<file path="src/rtl/io_input_ctrl_pkg.sv">
// Shared IO definitions for the input side of the CPU IO block.
// Pure declarations and helpers, no state.
// Not applicable: no flow control lives here.
package io_input_ctrl_pkg;

  localparam int DATA_LEN     = 32;
  localparam int REG_ADDR_LEN = 6;
  localparam int CNT_LEN      = 16;

  localparam logic [REG_ADDR_LEN-1:0] IO_SW_ADDR  = 6'b110000;
  localparam logic [REG_ADDR_LEN-1:0] IO_BTN_ADDR = 6'b110001;
  localparam logic [REG_ADDR_LEN-1:0] IO_EVT_ADDR = 6'b110010;

  // Event word layout: press count on top, sticky flags in the low half.
  typedef struct packed {
    logic [CNT_LEN-1:0] count;
    logic [15:0]        flags;
  } evt_word_t;

  // Number of set bits in a 16-bit vector (button vectors are zero-extended).
  function automatic logic [CNT_LEN-1:0] popcount16(input logic [15:0] v);
    logic [CNT_LEN-1:0] sum;
    sum = '0;
    for (int i = 0; i < 16; i++) begin
      sum = sum + CNT_LEN'(v[i]);
    end
    return sum;
  endfunction

endpackage

</file>
<file path="src/rtl/io_debounce.sv">
// One button: 2-flop synchronizer, then a level accepted after DB_CNT_MAX stable cycles.
// Latency: 2 sync edges + DB_CNT_MAX edges from raw change to db.
// No backpressure: free-running sampler.
module io_debounce #(
  parameter int DB_CNT_MAX = 1000000
) (
  input  logic clk,
  input  logic rst,
  input  logic raw,
  output logic db,
  output logic rise
);

  localparam int CW = $clog2(DB_CNT_MAX + 1);
  localparam logic [CW-1:0] CNT_LAST = CW'(DB_CNT_MAX - 1);

  logic          s1, s2;
  logic [CW-1:0] cnt, cnt_next;
  logic          db_next;

  // Count consecutive disagreeing samples; flip db on the last one, clear on agreement.
  always_comb begin
    db_next  = db;
    cnt_next = '0;
    if (s2 != db) begin
      if (cnt == CNT_LAST) begin
        db_next = s2;
      end else begin
        cnt_next = cnt + CW'(1);
      end
    end
  end

  // A rise is visible in the same cycle the flop will take the new level.
  assign rise = db_next & ~db;

  // Synchronizer, debounced level and counter; reset wins over everything.
  always_ff @(posedge clk) begin
    if (rst) begin
      s1  <= 1'b0;
      s2  <= 1'b0;
      db  <= 1'b0;
      cnt <= '0;
    end else begin
      s1  <= raw;
      s2  <= s1;
      db  <= db_next;
      cnt <= cnt_next;
    end
  end

endmodule

</file>
<file path="src/rtl/io_input_ctrl.sv">
// Board switch/button front end feeding the IO input mux (switch, button, event words).
// Latency: switches 2 edges; buttons 2 + DB_CNT_MAX edges; event word same edge as db rise.
// No backpressure: event flags clear on an event-word load, count only on reset.
module io_input_ctrl
  import io_input_ctrl_pkg::*;
#(
  parameter int SW_WIDTH   = 16,      // must not exceed DATA_LEN
  parameter int BTN_WIDTH  = 5,       // must not exceed 16 (flags share the low half)
  parameter int DB_CNT_MAX = 1000000  // must be at least 1
) (
  input  logic                    clk,
  input  logic                    rst,
  input  logic [SW_WIDTH-1:0]     sw_raw,
  input  logic [BTN_WIDTH-1:0]    btn_raw,
  input  logic                    rd_en,
  input  logic [REG_ADDR_LEN-1:0] rd_addr,
  output logic [DATA_LEN-1:0]     in0,
  output logic [DATA_LEN-1:0]     in1,
  output logic [DATA_LEN-1:0]     in2
);

  logic [SW_WIDTH-1:0]  sw_s1, sw_s2;
  logic [BTN_WIDTH-1:0] db, rise;
  logic [BTN_WIDTH-1:0] flags, flags_next;
  logic [CNT_LEN-1:0]   count, count_next;
  logic                 clr;
  evt_word_t            evt;

  for (genvar i = 0; i < BTN_WIDTH; i++) begin : g_btn
    io_debounce #(
      .DB_CNT_MAX(DB_CNT_MAX)
    ) u_db (
      .clk (clk),
      .rst (rst),
      .raw (btn_raw[i]),
      .db  (db[i]),
      .rise(rise[i])
    );
  end

  assign clr = rd_en && (rd_addr == IO_EVT_ADDR);

  // Next event state: a rise in the clear cycle keeps its flag; count wraps mod 2^16.
  always_comb begin
    flags_next = (flags & ~{BTN_WIDTH{clr}}) | rise;
    count_next = count + popcount16(16'(rise));
  end

  // Switch synchronizer and event registers.
  always_ff @(posedge clk) begin
    if (rst) begin
      sw_s1 <= '0;
      sw_s2 <= '0;
      flags <= '0;
      count <= '0;
    end else begin
      sw_s1 <= sw_raw;
      sw_s2 <= sw_s1;
      flags <= flags_next;
      count <= count_next;
    end
  end

  // Pack the event word; the mux sees pre-clear flags during the reading cycle.
  always_comb begin
    evt.count = count;
    evt.flags = 16'(flags);
  end

  assign in0 = DATA_LEN'(sw_s2);
  assign in1 = DATA_LEN'(db);
  assign in2 = evt;

endmodule
</file>
<file path="config.mk">
export PLATFORM = sky130hd
export DESIGN_NAME = io_input_ctrl
export DESIGN_NICKNAME = d
export VERILOG_FILES = /design/src/rtl/io_input_ctrl_pkg.sv /design/src/rtl/io_debounce.sv /design/src/rtl/io_input_ctrl.sv
export SDC_FILE = /design/constraint.sdc
export NUM_CORES = 1
export LEC_CHECK = 0
export ABC_AREA = 0
export ABC_CLOCK_PERIOD_IN_PS = 8100
export BUFFER_PORTS_ARGS = -buffer_cell sky130_fd_sc_hd__buf_2
export CELL_PAD_IN_SITES_DETAIL_PLACEMENT = 1
export CELL_PAD_IN_SITES_GLOBAL_PLACEMENT = 2
export CORE_ASPECT_RATIO = 1.4
export CORE_UTILIZATION = 37
export DETAILED_ROUTE_END_ITERATION = 10
export PLACE_DENSITY_LB_ADDON = 0.08
export REMOVE_ABC_BUFFERS = 1
export SETUP_SLACK_MARGIN = 0.15
export SYNTH_ARGS = -nofsm -noshare
export SYNTH_HDL_FRONTEND = slang
export SYNTH_SLANG_ARGS = --single-unit
</file>
<file path="constraint.sdc">
create_clock -name clk -period 8.1 [get_ports clk]
set_clock_uncertainty 0.1 [all_clocks]
set_input_delay 1.215 -clock clk [delete_from_list [all_inputs] [get_ports clk]]
set_output_delay 1.215 -clock clk [all_outputs]
set_load 0.05 [all_outputs]
</file>
# Word level (Yosys, flattened, before mapping)
# Cells that the tools add are included.
# classes
n_mul	0
n_lt_le_gt_ge	0
addsub	10
n_mux	10
bitwise_logic	18
n_shift	0
eq_ne	11
div	0
n_reduce_logical	6
# op_table
operator	count
20-bit by 1-bit adder with 20-bit output, second input constant	5
20-bit == test, second input constant	5
16-bit by 5-bit adder with 16-bit output	1
3-bit OR reduction	5
1-bit 2-to-1 mux	10
1-bit NOT	10
6-bit == test, second input constant	1
4-bit by 1-bit adder with 5-bit output	1
1-bit AND	5
5-bit AND	1
1-bit != test	5
5-bit NOT	1
5-bit bitwise OR	1
3-bit by 1-bit adder with 4-bit output	1
2-bit by 1-bit adder with 3-bit output	1
1-bit by 1-bit adder with 2-bit output	1
1-bit logical AND	1
# word_totals
latch_bits	0
mem_bits_rw	0
register_bits	168
output_inout_bits	96
romBits	0
elab_cells	79
in_bits	30
n_memories	0

# Logic depth before layout (Yosys ltp)
# Gate-level depths: netlist of the first run.
# logic_depth
word_depth	9
mapped_depth	14
mapped_depth_nobuf	13

# Cells and area by module
# Synthesis of the first run repeated with hierarchy kept, for this count alone.
# hier_totals
cells_unflattened	817
area_unflattened_um2	7609.8
# modules_own_cells
mod	cells_each	instances	area_per_inst_um2	seq_area_each_um2
io_debounce	118	5	1073.5	460.4
io_input_ctrl	227	1	2242.2	1061.0

# Worst setup path after synthesis of the first run
# Ideal clock, no wire load.
# synth_timing
kind	register to register
from	reg g_btn[0].u_db.cnt[8]
to	reg count[12]
slack_ps	3602
n_path_buf	0
arrival_time_ps	4327
t_required_ps	7929
period_less_slack_ps	4498
setup_ps	71
path_stages_with_launch	14
path_cell_list	dfxtp_1 or4_1 or4_4 or4_4 inv_1 fa_1 fa_1 ha_1 inv_1 fa_1 nor2b_1 o2111ai_1 or3_1 a21oi_1
# synth_between
elab_chain_cells	9
# synth_rtl
item	line	source
from (decl)	io_debounce.sv:18	logic [CW-1:0] cnt, cnt_next;
from (signal assigned)	io_debounce.sv:48	cnt <= cnt_next;
20-bit == test	io_debounce.sv:26	if (cnt == CNT_LAST) begin
1-bit 2-to-1 mux	io_debounce.sv:26	
1-bit 2-to-1 mux	io_debounce.sv:25	if (s2 != db) begin
1-bit AND	io_debounce.sv:35	assign rise = db_next & ~db;
1-bit by 1-bit adder with 2-bit output	io_input_ctrl_pkg.sv:25	sum = sum + CNT_LEN'(v[i]);
2-bit by 1-bit adder with 3-bit output	io_input_ctrl_pkg.sv:25	
3-bit by 1-bit adder with 4-bit output	io_input_ctrl_pkg.sv:25	
4-bit by 1-bit adder with 5-bit output	io_input_ctrl_pkg.sv:25	
16-bit by 5-bit adder with 16-bit output	io_input_ctrl.sv:46	count_next = count + popcount16(16'(rise));
to (signal assigned)	io_input_ctrl.sv:60	count <= count_next;
to (decl)	io_input_ctrl.sv:25	logic [CNT_LEN-1:0] count, count_next;
# Every way passes these cells.
# A chain may end at the register's enable or synchronous reset.

# Final worst setup path of the first run
# layout_timing
from	reg g_btn[0].u_db.cnt[8]
to	reg count[14]
# The elaborated chain is that of the path after synthesis.

==> results.sh, run 1 <==
export IMPL_status="finished, final reports clean"
export IMPL_p_leak_nw=2.98
export IMPL_fillers=2393
export IMPL_end_kind="flip-flop"
export IMPL_synth_compound_area_share_pct=8.31
export IMPL_p_sw_share_pct=26.2
export IMPL_synth_warnings=0
export IMPL_hold_class="reg -> reg"
export IMPL_crit_slowest_cell="fa_1"
export IMPL_gp_congestion=0.771
export IMPL_drive_above_1_share_pct=13.0
export IMPL_syn_cell_area_um2=7480
export IMPL_grt_max_degree=75
export IMPL_critPathMaxStageDelay_ns=0.56
export IMPL_grtUsageMet3_pct=2.51
export IMPL_syn_inst=830
export IMPL_grtUsageMet1_pct=18.7
export IMPL_core_um2=19800
export IMPL_hpwl_mm=12.8
export IMPL_syn_area_per_cell_um2=9.01
export IMPL_synth_xor_area_share_pct=7.96
export IMPL_drc=0
export IMPL_cts_resized=0
export IMPL_regArea_um2=3360
export IMPL_clock_path_buffers=2
export IMPL_clk_pin_slew_ns=0.07
export IMPL_root_buffer="clkbuf_16"
export IMPL_die_y_um=170
export IMPL_cap_viol_max_count=0
export IMPL_cts_tree="built"
export IMPL_hold_depth=1
export IMPL_crit_path_start_kind="flip-flop"
export IMPL_grt_pass1_wl_mm=28.8
export IMPL_synth_edf_count=0
export IMPL_h_tree_depth=4
export IMPL_gr_max_usage_layer="met2"
export IMPL_utilization_pct=42.3
export IMPL_report_final_slew_viol_count=0
export IMPL_peakVddDrop_uv=136
export IMPL_reg2regPathDepth=13
export IMPL_grt_overflow_total=0
export IMPL_preCtsSetupSlack_ns=3.21
export IMPL_ys_types=41
export IMPL_path_class="reg -> reg"
export IMPL_drt_iter0_drc=195
export IMPL_dr_total_vias=5916
export IMPL_ctsHoldBuffers=0
export IMPL_crit_top_cell="fa_1"
export IMPL_chipWidth_um=122
export IMPL_yosysSeqAreaShare_pct=44.9
export IMPL_grt_pass1_vias=6061
export IMPL_seqPwrFrac_pct=48.1
export IMPL_crit_arrival_ns=5.17
export IMPL_async_flop_share_pct=0
export IMPL_max_slew_margin_pct=44.8
export IMPL_cts_sinks=168
export IMPL_timing_hold_ws_ns=0.337
export IMPL_fin_crit_ns=4.93
export IMPL_start_util_pct=37.7
export IMPL_setup_violations=0
export IMPL_final_common_cell="dfxtp_1"
export IMPL_post_drt_wl_per_cell_um=15.1
export IMPL_ant_nets=0
export IMPL_diodes=0
export IMPL_cp_max_fo=5
export IMPL_post_route_period_util_pct=60.8
export IMPL_final_hold_viol_count=0
export IMPL_path_cells="or4_1, or4_4, or4_4, inv_1, fa_1, fa_1, ha_1, inv_1, fa_1, nor2b_1, o2111ai_1, or3_1, a21oi_1"
export IMPL_synth_top_family_by_area="simple AND/OR/NAND/NOR gates"
export IMPL_clock_fmax_mhz=203
export IMPL_power_mw=1.74
export IMPL_grt_antenna_before_repair=0
export IMPL_combPwrFrac_pct=5.6
export IMPL_worst_pin_slew_ns=0.829
export IMPL_clkLatencyLatePin_ns=0.43
export IMPL_gr_usage_met2_pct=33.4
export IMPL_rsz0062_at_grt="false"
export IMPL_worst_slack_ns=3.17
export IMPL_portBuffers=71
export IMPL_p_switching_uw=456
export IMPL_layout_common_cells="168 x dfxtp_1, 92 x nor2_1, 71 x buf_2"
export IMPL_crit_family="simple AND/OR/NAND/NOR gates"
export IMPL_synthAdderAreaFrac_pct=2.31
export IMPL_cp_depth=13
export IMPL_ios=126
export IMPL_die_area_um2=20800
export IMPL_cp_data_required_time_ns=8.35
export IMPL_power_share_clock_pct=46.3
export IMPL_row_count=61
export IMPL_p_int_mw=1.29
export IMPL_powerDensity_nw_per_um2=208
export IMPL_first_pass_iters=4
export IMPL_multiInputGateArea_um2=3690
export IMPL_wl_mm=17.6
export IMPL_synth_seq_cells=168
export IMPL_ys_flop_type="dfxtp_1"
export IMPL_synthMuxAreaShare_pct=0.151
export IMPL_cts_buffers=17
export IMPL_crit_buf_inv=2
export IMPL_nNetsFinal=939
export IMPL_grt_util_all_layers_pct=17.4
export IMPL_via_per_inst=5.09
export IMPL_finalSetupTns_ns=0
export IMPL_syn_to_final_growth_pct=12.2
export IMPL_synth_simple_gate_area_share_pct=27.9
export IMPL_cts_setup_buffers=0
-- path summary, 6_finish.rpt --
| check | endpoint | from | slack, ns |
|---|---|---|---|
| worst max-delay path | count[14] | g_btn[0].u_db.cnt[8] | 3.17 |
| worst max register to register | count[14] | g_btn[0].u_db.cnt[8] | 3.17 |
| worst min register to register | sw_s2[15] | sw_s1[15] | 0.34 |
| worst min-delay path | sw_s2[15] | sw_s1[15] | 0.34 |
-- final cells by class --
cell class                      count  share of cell area (%)
Tap cell                          252                    3.75
Inverter                           21                   0.939
Timing Repair Buffer               73                    4.41
Multi-Input combinational cell    616                    44.0
Clock buffer                       18                    5.11
Clock inverter                     14                    1.77
Sequential cell                   168                    40.0
-- synthesized netlist by cell type (5+ instances only) --
cell,number,share of area (%)
a21oi_1,49,3.3
and2_1,12,1.0
and3_1,14,1.2
and4_1,10,1.2
buf_4,59,5.9
clkbuf_1,12,0.60
dfxtp_1,168,45
ha_1,9,1.5
inv_1,21,1.1
nand2_1,35,1.8
nand3_1,47,3.1
nand4_1,31,2.6
nor2_1,92,4.6
nor2b_1,49,4.1
nor3_1,12,0.80
nor4_1,6,0.50
o21ai_0,29,1.9
o31ai_1,16,1.6
or3_1,25,2.1
or4_1,23,2.3
or4_4,6,0.90
or4b_1,5,0.67
xnor2_1,41,4.8
xor2_1,27,3.2
-- power by group through the flow --
stage | clock, mW | combinational (mW) | sequential (mW)
after floorplan | 0 | 0.0661 | 0.869
after global placement | 0 | 0.0956 | 0.858
after detailed placement | 0 | 0.0970 | 0.859
after CTS | 0.830 | 0.0971 | 0.839
after global routing | 0.864 | 0.103 | 0.840
final | 0.807 | 0.0970 | 0.840
-- flip-flops by register name, indices dropped and copies added, names as in the netlist --
signal,flops
g_btn.u_db.db,5
g_btn.u_db.s1,5
count,16
g_btn.u_db.cnt,100
g_btn.u_db.s2,5
sw_s1,16
flags,5
sw_s2,16
-- through the flow --
stage          instances  area [um^2]
2_1_floorplan        805         7130
3_3_place_gp        1130         7820
3_5_place_dp        1130         7820
4_1_cts             1162         8400
5_1_grt             1162         8400
6_report            1162         8400
-- cell families (layout without fill, tap and decap cells) --
kind of cell	Yosys count	in the layout
AOI/OAI and AO/OA	104	104
xor gates and xnor gates	68	68
adders and majority gates	12	12
buffers and inverters	99	126
DFF	168	168
muxes	1	1
other	1	54
and+or+nand+nor	377	377
-- per-layer routing --
layer,wire (um),part of all wire (%)
met1,7130,41
met2,9800,56
met3,314,1.8
met4,323,1.8
met5,0,0
Power figures use the tool's default switching activity.
==> inputs of run 2 (changes only) <==
- ABC_AREA: 0 -> 1
- ABC_CLOCK_PERIOD_IN_PS: 8100 -> 4200
- CORE_UTILIZATION: 37 -> 29
- clock period: 8.1 -> 4.2 ns (I/O delays scaled with it)
==> run 2 against run 1 <==
Against the previous run:
- core utilization decreased by 8.7 points
- non-clock buffer count up 5
- clock power grew 110%
- register-to-register slack got worse by 2.7 ns
- critical path type unchanged
- largest cell class unchanged
==> results.sh, run 2 <==
export IMPL_status="finished, final reports clean"
export IMPL_timing_hold_ws_ns=0.290
export IMPL_crit_buf_inv=3
export IMPL_max_slew_margin_pct=47.5
export IMPL_critPathMaxStageDelay_ns=0.55
export IMPL_post_drt_wl_per_cell_um=13.2
export IMPL_grt_antenna_before_repair=0
export IMPL_start_util_pct=29.4
export IMPL_yosysSeqAreaShare_pct=41.5
export IMPL_multiInputGateArea_um2=3850
export IMPL_clock_path_buffers=2
export IMPL_cp_data_required_time_ns=4.39
export IMPL_syn_to_final_growth_pct=14.5
export IMPL_chipWidth_um=143
export IMPL_crit_family="adder cells"
export IMPL_clkLatencyLatePin_ns=0.43
export IMPL_peakVddDrop_uv=255
export IMPL_path_class="reg -> reg"
export IMPL_nNetsFinal=1271
export IMPL_synth_top_area_cell="dfxtp_1"
export IMPL_reg2regPathDepth=17
export IMPL_grt_overflow_total=0
export IMPL_rsz0062_at_grt="false"
export IMPL_synth_commonest_cells="239 x nor2_1, 227 x nand2_1, 168 x dfxtp_1"
export IMPL_cts_sinks=168
export IMPL_syn_cell_area_um2=8100
export IMPL_drt_iter0_drc=174
export IMPL_wl_mm=21.2
export IMPL_fillers=3551
export IMPL_syn_area_per_cell_um2=7.02
export IMPL_diodes=0
export IMPL_regArea_um2=3360
export IMPL_reg2reg_to="count[10]"
export IMPL_p_leak_nw=3.46
export IMPL_path_cells="nor2_1, nand3_1, nor2_1, nand2_1, nor4_2, buf_4, fa_1, fa_1, ha_1, inv_1, fa_1, inv_1, nand2_1, a21boi_4, nand2_1, o21ai_0, a21oi_1"
export IMPL_row_count=72
export IMPL_syn_inst=1154
export IMPL_drc=0
export IMPL_yosys_top_cells_area="dfxtp_1 42%, nor2_1 11%, nand2_1 11%, inv_1 6.7%, buf_4 6.1%"
export IMPL_cp_max_fo=6
export IMPL_synth_edf_count=0
export IMPL_power_mw=3.50
export IMPL_via_per_inst=4.40
export IMPL_h_tree_depth=4
export IMPL_powerDensity_nw_per_um2=377
export IMPL_synth_seq_cells=168
export IMPL_crit_arrival_ns=3.90
export IMPL_hold_class="in -> reg"
export IMPL_ant_nets=0
export IMPL_fin_crit_ns=3.72
export IMPL_worst_pin_slew_ns=0.786
export IMPL_hold_path_startpoint="sw_raw[8]"
export IMPL_grt_max_degree=63
export IMPL_cts_tree="built"
export IMPL_top_register="g_btn.u_db.cnt"
export IMPL_portBuffers=71
export IMPL_final_hold_viol_count=0
export IMPL_synth_warnings=0
export IMPL_root_buffer="clkbuf_16"
export IMPL_core_um2=27600
export IMPL_die_area_um2=28600
export IMPL_synth_top_cell_area_share_pct=41.5
export IMPL_crit_slowest_cell="fa_1"
export IMPL_clk_pin_slew_ns=0.07
export IMPL_grt_pass1_wl_mm=35.7
export IMPL_cap_viol_max_count=0
export IMPL_die_y_um=200
export IMPL_cts_setup_buffers=0
export IMPL_grt_pass1_vias=7301
export IMPL_hpwl_mm=16.2
export IMPL_async_flop_share_pct=0
export IMPL_finalSetupTns_ns=0
export IMPL_post_route_period_util_pct=88.5
export IMPL_layout_common_cells="239 x nor2_1, 227 x nand2_1, 167 x dfxtp_1"
export IMPL_yosysMostFrequentCell="nor2_1"
export IMPL_crit_path_start_kind="flip-flop"
export IMPL_ys_types=34
export IMPL_setup_violations=0
export IMPL_drive_above_1_share_pct=11.2
export IMPL_grt_util_all_layers_pct=16.1
export IMPL_gp_congestion=0.806
export IMPL_r2r_start="g_btn[0].u_db.cnt[12]"
export IMPL_final_common_cell="nor2_1"
export IMPL_hold_depth=3
export IMPL_ctsHoldBuffers=0
export IMPL_ys_flop_type="dfxtp_1"
export IMPL_clock_fmax_mhz=269
export IMPL_r2r_setup_slack_ns=0.48
export IMPL_hold_end="sw_s1[8]"
export IMPL_cts_buffers=17
export IMPL_largest_reg_flops=100
export IMPL_dr_total_vias=7095
export IMPL_end_kind="flip-flop"
export IMPL_first_pass_iters=4
export IMPL_report_final_slew_viol_count=0
export IMPL_cts_resized=0
export IMPL_ios=126
[run 2: how the worst max path moves through the flow]
stage                                from         to  slack (ns)  cells past startpoint
floorplan            g_btn[0].u_db.cnt[0]  count[10]        0.43                     16
global placement     g_btn[0].u_db.cnt[0]  count[10]        0.18                     17
detailed placement   g_btn[0].u_db.cnt[0]  count[10]        0.21                     17
CTS                  g_btn[0].u_db.cnt[0]  count[10]        0.19                     17
global route        g_btn[0].u_db.cnt[12]  count[10]        0.16                     17
finish              g_btn[0].u_db.cnt[12]  count[10]        0.48                     17
[run 2: power breakdown]
| group | total (mW) | switching (mW) | leakage, nW | internal, mW |
|---|---|---|---|---|
| clock | 1.69 | 0.699 | 0.304 | 0.993 |
| combinational | 0.188 | 0.164 | 1.80 | 0.0241 |
| sequential | 1.62 | 0.00713 | 1.36 | 1.61 |
[run 2: kinds of logic (layout without fill, tap and decap cells)]
family / count (synthesis) / in the layout / synth area share (%)
AOI/OAI and AO/OA: 89 / 89 / 5.56
xor gates and xnor gates: 40 / 40 / 4.33
adders and majority gates: 12 / 12 / 2.13
buffers and inverters: 223 / 258 / 13.6
DFF: 168 / 168 / 41.5
other: 1 / 54 / 0.0463
and+or+nand+nor: 621 / 621 / 32.8
[run 2: metal layers]
layer	wire length (um)	track usage (%)	vias to the layer above	share of wire, %
li1	-	-	3642	-
met1	9110	17.7	3313	43
met2	10900	29.6	112	51
met3	843	4.03	28	4.0
met4	390	5.59	0	1.8
met5	0	0	-	0
[run 2: through the flow]
| step | instances | util (%) | worst slack [ns] | area, um^2 |
|---|---|---|---|---|
| 2_1_floorplan | 1132 | - | 0.431 | 7750 |
| 3_3_place_gp | 1580 | 31.3 | 0.182 | 8620 |
| 3_5_place_dp | 1580 | 31.3 | 0.206 | 8620 |
| 4_1_cts | 1612 | 33.6 | 0.186 | 9250 |
| 5_1_grt | 1612 | 33.6 | 0.160 | 9270 |
| 6_report | 1612 | 33.6 | 0.484 | 9270 |
[run 2: final cells by class]
class | count | share of cell area [%]
clock buffers | 20 | 5.03
clock inverters | 12 | 1.75
inverters | 148 | 5.99
multi-input cells | 816 | 41.5
flip-flops and latches | 168 | 36.3
well taps | 370 | 4.99
repair buffers | 78 | 4.40
[run 2: tightest hold or removal path: cells and delay by family]
| kind | cells | cell delay (ns) |
|---|---|---|
| buf+inv | 2 | 0.10 |
| simple gates | 1 | 0.06 |
